<file path="config.mk">
export PLATFORM = sky130hd
export DESIGN_NAME = hex_level_decoder
export DESIGN_NICKNAME = d
export VERILOG_FILES = /design/src/rtl/hex_level_decoder.sv
export SDC_FILE = /design/constraint.sdc
export NUM_CORES = 1
export LEC_CHECK = 0
export BUFFER_PORTS_ARGS = -buffer_cell sky130_fd_sc_hd__buf_2
export CORE_MARGIN = 4
export CORE_UTILIZATION = 53
export DETAILED_ROUTE_END_ITERATION = 10
export PLACE_DENSITY = 0.88
export SYNTH_ARGS = -nofsm -noshare
export SYNTH_HDL_FRONTEND = slang
export SYNTH_SLANG_ARGS = --single-unit
</file>
<file path="constraint.sdc">
create_clock -name Clk -period 3.2 [get_ports Clk]
set_input_delay 0.48 -clock Clk [delete_from_list [all_inputs] [get_ports Clk]]
set_output_delay 0.48 -clock Clk [all_outputs]
set_load 0.05 [all_outputs]
</file>
<file path="src/rtl/hex_level_decoder.sv">
// Decodes a 7-segment "dash" display into a debounced logic level with edge strobes.
// A pattern is accepted once it has been seen on STABLE_CNT consecutive qualified samples.
module hex_level_decoder #(
  parameter int STABLE_CNT = 4,
  parameter int CNT_W      = 8
) (
  input  logic             Clk,
  input  logic             Reset_n,
  input  logic             sample_en,
  input  logic [6:0]       Seg_in,
  input  logic             clr_count,
  output logic             level,
  output logic             level_valid,
  output logic             fault,
  output logic             rise_pulse,
  output logic             fall_pulse,
  output logic [CNT_W-1:0] edge_count
);

  typedef enum logic [1:0] {CLS_LOW, CLS_HIGH, CLS_BAD} cls_t;
  typedef enum logic [1:0] {ST_UNKNOWN, ST_LOW, ST_HIGH, ST_FAULT} state_t;

  localparam logic [3:0] RUN_MAX = 4'(STABLE_CNT);

  function automatic cls_t classify(input logic [6:0] seg);
    case (seg)
      7'b1110111: classify = CLS_LOW;
      7'b1111110: classify = CLS_HIGH;
      default:    classify = CLS_BAD;
    endcase
  endfunction

  function automatic logic [3:0] sat_inc(input logic [3:0] run);
    sat_inc = (run >= RUN_MAX) ? RUN_MAX : run + 4'd1;
  endfunction

  function automatic state_t cls_to_state(input cls_t c);
    case (c)
      CLS_LOW:  cls_to_state = ST_LOW;
      CLS_HIGH: cls_to_state = ST_HIGH;
      default:  cls_to_state = ST_FAULT;
    endcase
  endfunction

  cls_t             cls;
  cls_t             cand_q, cand_d;
  logic [3:0]       run_q, run_d;
  state_t           state_q, state_d;
  logic             accept;
  logic             level_q, level_d;
  logic             level_valid_q, level_valid_d;
  logic             fault_q, fault_d;
  logic             rise_q, rise_d;
  logic             fall_q, fall_d;
  logic [CNT_W-1:0] cnt_q, cnt_d;

  always_comb begin
    cls     = classify(Seg_in);
    cand_d  = cand_q;
    run_d   = run_q;
    state_d = state_q;
    accept  = 1'b0;
    rise_d  = 1'b0;
    fall_d  = 1'b0;

    if (sample_en) begin
      if (cls == cand_q) begin
        run_d = sat_inc(run_q);
      end else begin
        cand_d = cls;
        run_d  = 4'd1;
      end
      // Accept only on the sample that newly reaches saturation, not while it stays saturated.
      accept = (run_d == RUN_MAX) && !((cls == cand_q) && (run_q == RUN_MAX));
      if (accept) begin
        state_d = cls_to_state(cls);
        rise_d  = (state_q == ST_LOW)  && (state_d == ST_HIGH);
        fall_d  = (state_q == ST_HIGH) && (state_d == ST_LOW);
      end
    end

    if (clr_count) begin
      cnt_d = '0;
    end else if (rise_d || fall_d) begin
      cnt_d = cnt_q + CNT_W'(1);
    end else begin
      cnt_d = cnt_q;
    end

    level_d       = (state_d == ST_HIGH);
    level_valid_d = (state_d == ST_LOW) || (state_d == ST_HIGH);
    fault_d       = (state_d == ST_FAULT);
  end

  always_ff @(posedge Clk) begin
    if (!Reset_n) begin
      cand_q        <= CLS_BAD;
      run_q         <= 4'd0;
      state_q       <= ST_UNKNOWN;
      level_q       <= 1'b0;
      level_valid_q <= 1'b0;
      fault_q       <= 1'b0;
      rise_q        <= 1'b0;
      fall_q        <= 1'b0;
      cnt_q         <= '0;
    end else begin
      cand_q        <= cand_d;
      run_q         <= run_d;
      state_q       <= state_d;
      level_q       <= level_d;
      level_valid_q <= level_valid_d;
      fault_q       <= fault_d;
      rise_q        <= rise_d;
      fall_q        <= fall_d;
      cnt_q         <= cnt_d;
    end
  end

  assign level       = level_q;
  assign level_valid = level_valid_q;
  assign fault       = fault_q;
  assign rise_pulse  = rise_q;
  assign fall_pulse  = fall_q;
  assign edge_count  = cnt_q;

endmodule

</file>
* Word-level counts from Yosys, hierarchy flattened
Cells that the tools add are included.
** Storage, ports and cells
- Output and inout port bits :: 13
- Logic and storage cells :: 50
- Flip-flop bits (word level) :: 21
- Input port bits :: 11
** Operators by class
- Eq/ne operators :: 13
- Order comparisons :: 1
- $add $sub $neg :: 2
- Muxes and demuxes :: 13
- Reduce and logical (&&, ||, !) cells :: 10
- Bitwise gates (word level) :: 2
** Operator list (number)
- $eq A7 B7 Y1 const B :: 2
- $mux W4 :: 3
- $add A8 B1 Y8 const B :: 1
- $eq A2 B1 Y1 const B :: 4
- $eq A2 B2 Y1 const B :: 4
- $eq A4 B3 Y1 const B :: 2
- $mux W2 :: 4
- $pmux W2 S2 :: 2
- $add A4 B1 Y4 const B :: 1
- $ge A4 B3 Y1 const B :: 1
- $logic_and A1 B1 Y1 :: 4
- $mux W1 :: 4
- $eq A2 B2 Y1 :: 1
- $logic_not A2 Y1 :: 1
- $logic_or A1 B1 Y1 :: 2
- $not A1 Y1 :: 2
- $reduce_and A2 Y1 :: 1
- $reduce_or A2 Y1 :: 1
- $logic_not A1 Y1 :: 1

* Logic depth before layout (Yosys ltp)
- Depth after elaboration :: 14
- Depth in mapped cells :: 8
- Depth with buffers taken out :: 8

* Least setup slack after synthesis
No wires, ideal clock.
- Path kind :: reg-to-reg
- Start point :: register run_q[0]
- End point :: register level_q, in the netlist level
- Library setup time :: 0.115 ns
- Required time :: 3.085 ns
- Arrival time :: 2.231 ns
- Stages on the path, launching flop included :: 9
- Path slack :: 0.854 ns
- Period minus slack after synthesis :: 2.346 ns
- Path through :: dfxtp_1 inv_1 ha_1 or4bb_1 a311oi_1 a221oi_1 a31o_1 ha_1 and2_1
** Between the ends
- Cells in the longest elaborated chain, start to end :: 9
** Ends and longest elaborated chain
- start: declaration :: RTL line 47 : logic [3:0] run_q, run_d;
- start signal: assignment :: RTL line 108 : run_q <= run_d;
- $add A4 B1 Y4 or $ge A4 B3 Y1 (tied branches) :: RTL line 34 : sat_inc = (run >= RUN_MAX) ? RUN_MAX : run + 4'd1;
- $mux W4 :: RTL line 34
- $mux W4 :: RTL line 67 : if (cls == cand_q) begin
- $mux W4 :: RTL line 66 : if (sample_en) begin
- $eq A4 B3 Y1 :: RTL line 74 : accept = (run_d == RUN_MAX) && !((cls == cand_q) && (run_q == RUN_MAX));
- $logic_and A1 B1 Y1 * :: RTL line 74
- $mux W2 * :: RTL line 75 : if (accept) begin
- $mux W2 * :: RTL line 66
- $eq A2 B2 Y1 * :: RTL line 90 : level_d = (state_d == ST_HIGH);
- net level_d :: RTL line 50 : logic level_q, level_d;
- end signal: assignment :: RTL line 110 : level_q <= level_d;
- end: declaration :: RTL line 50
The timed path passes the listed nets; every way through them passes the cells marked *. The select of a mux whose other input is x is not followed.
A chain may end at the register's enable or synchronous reset.

* Worst setup path in the final report
Same ends and word-level chain as after synthesis.

==> reports/qor.csv <==
metric;value;unit
worstMarginPinSlew;0.873;ns
crit_path_start_kind;flop;
ir_drop;282;uV
vias;1101;
cp.arrival;2.77;ns
clk_latency;0.30;ns
grt_usage;17.6;%
grt_first_pass_wirelength;4550;um
synth_seq_cells;21;
cts_buffer_depth;2;
ys_warn_count;0;
rows;16;
met3_usage;3.03;%
post_cts_buffers;0;
worstPathRequired;3.40;ns
final_nets;169;
grt_max_degree;15;
hold_viol;0;
grtUsageMet2;31.8;%
start_util;58.6;%
globalplace.congestion;0.809;
overflow;0;
areaGrowthSynthToFinish;12.9;%
cts_tree;built;
dp.cells;176;
core;0.00204;mm^2
slowest_stage;or4bb_1;
fin_skew;0.00492;ns
dp_hpwl;2030;um
routed_wl;2660;um
numCtsBuffers;3;
internal_power;0.328;mW
final_cells;180;
cts_sinks;21;
synth_area_leaders;dfxtp_1 (35%), mux2i_1 (6.7%), nand2_1 (5.0%);
grt_pass1_vias;1071;
syn_area;0.00120;mm^2
relSlewSlack;41.5;%
grt-busiest-layer;met2;
power;0.438;mW
clock.fmax;389;MHz
cap_viol_max_count;0;
leakagePower;0.495;nW
crit_type;flop to flop;
pwr_density_cell;324;mW/mm^2
drc;0;
antenna_left;0;
grtUsageMet1;20.6;%
layout-drive-gt1-share;22.2;%
path_buf_inv;1;
portBuffers;23;
yosysTopAreaCell;dfxtp_1;
cts_root_buffer;clkbuf_4;
p_seq_share;61.2;%
ctsHoldBuffers;0;
pin_count;24;
clk_pin_slew;0.11;ns
dr.first_iter.drc_count;17;
crit_fanout;5;
switchingPower;0.109;mW
rsz0062_at_grt;no;
wl_per_cell;14.8;um
path_cells;inv_1 > ha_1 > or4bb_1 > a311oi_1 > a221oi_1 > a31o_1 > ha_1 > and2_1;
cp_common_cell;ha_1;
power.share.combinational;10.6;%
status;complete, no violations;
die_x;55.5;um
worstSetupEndpointType;flop;
synthDominantCellAreaShare;35.1;%
die_area;0.00308;mm^2
crit_family;compound AO/OA/AOI/OAI gates;
seq_area_frac_synth;35.1;%
syn-num-nets;145;
switching_share;24.9;%
power.share.clock;28.2;%
viasPerCell;6.12;
setup_tns;0;ns
n_antenna_cell;0;
slew_viol_final;0;
fin_crit;2.57;ns
rrSetupSlack;0.63;ns
synth_area_per_cell;9.20;um^2
ctsHtreeMaxLevel;1;
die_h;55.5;um
antenna_found_initial;0;
critPathMaxStageDelay;0.53;ns
cts_resized;0;
hold_class;input port to flop;
netlist_instances;130;
setup_violations;0;
ys_types;39;
fin_crit_sh;80.4;%
drt_pre_antenna_iters;4;
-- flip-flops by register name (all words and copies together), names as in the netlist, named ones only --
| name | flops |
|---|---|
| cand_q | 2 |
| state_q | 1 |
| rise_pulse | 1 |
| level | 1 |
| edge_count | 8 |
| run_q | 4 |
| fall_pulse | 1 |
| fault | 1 |
| level_valid | 1 |
-- Yosys cell counts --
library cell  count
or3b_1            1
clkbuf_1          3
a31oi_1           3
a311oi_1          3
nand3b_1          1
a2111o_1          1
nand2_1          16
and3_1            1
or4bb_1           1
o21a_1            1
ha_1              4
or3_1             7
dfxtp_1          21
nand2b_1          1
a221oi_1          2
and2_1            3
a211oi_2          1
nor4bb_1          1
a2111oi_4         1
nand4_1           2
buf_6             1
inv_1             7
a2111oi_0         1
a21oi_1           4
nor2b_1           2
o21ai_0           2
o211ai_1          3
nor3_1            2
a311o_1           1
xor2_1            1
mux2i_1           8
a31o_1            2
and4bb_2          1
a2111oi_2         3
a2111oi_1         3
nand3_1           5
nor2_1            6
and4_1            3
a21oi_2           1
-- layout make-up --
class,instances,area (um^2)
fill,189,692
tap,27,33.8
timing repair buffer,23,115
clock buffer,3,22.5
sequential,21,420
clock inverter,1,5.00
inverter,7,26.3
multi-input combinational,98,727
-- per-layer routing --
| layer | part of all wire [%] | wire length (um) |
|---|---|---|
| met1 | 44 | 1170 |
| met3 | 5.5 | 146 |
| met2 | 50 | 1340 |
| met5 | 0 | 0 |
| met4 | 0 | 0 |
-- cell families (layout without fill, tap and decap cells) --
group / after synthesis / after routing / synth area share [%]
flops: 21 / 21 / 35.1
simple gates: 53 / 53 / 24.6
mux: 8 / 8 / 6.69
fa+ha+maj: 4 / 4 / 4.18
xor+xnor: 1 / 1 / 0.732
buf+inv: 11 / 34 / 4.08
compound gates: 32 / 32 / 24.6
-- stage by stage --
step	setup slack, ns	hold WS [ns]	instance area [um^2]	util (%)
2_1_floorplan	0.854	0.477	1200	-
3_3_place_gp	0.683	0.450	1320	64.8
3_5_place_dp	0.625	0.482	1320	64.8
4_1_cts	0.639	0.450	1350	66.1
5_1_grt	0.401	0.444	1350	66.1
6_report	0.629	0.458	1350	66.1
-- cell usage in the layout, fill, tap and decap left out, drive strengths merged, types with 4 or more instances in the layout --
cell type	n
nand3	5
mux2i	8
a21oi	5
inv	7
buf	23
a2111oi	8
ha	4
dfxtp	21
nor2	6
or3	7
nand2	16
-- power by group through the flow --
stage | clock (mW) | combinational (mW) | sequential [mW]
2_1_floorplan | 0 | 0.0290 | 0.274
3_3_place_gp | 0 | 0.0436 | 0.273
3_5_place_dp | 0 | 0.0461 | 0.274
4_1_cts | 0.128 | 0.0463 | 0.268
5_1_grt | 0.141 | 0.0517 | 0.268
6_report | 0.123 | 0.0465 | 0.268
-- final timing paths --
kind              cells after the start             to          start
hold reg to reg                       2  edge_count[7]  edge_count[7]
setup reg to reg                      8          level       run_q[0]
setup / recovery                      8          level       run_q[0]
hold / removal                        2      cand_q[1]        Reset_n
(Power assumes the default switching activity.)
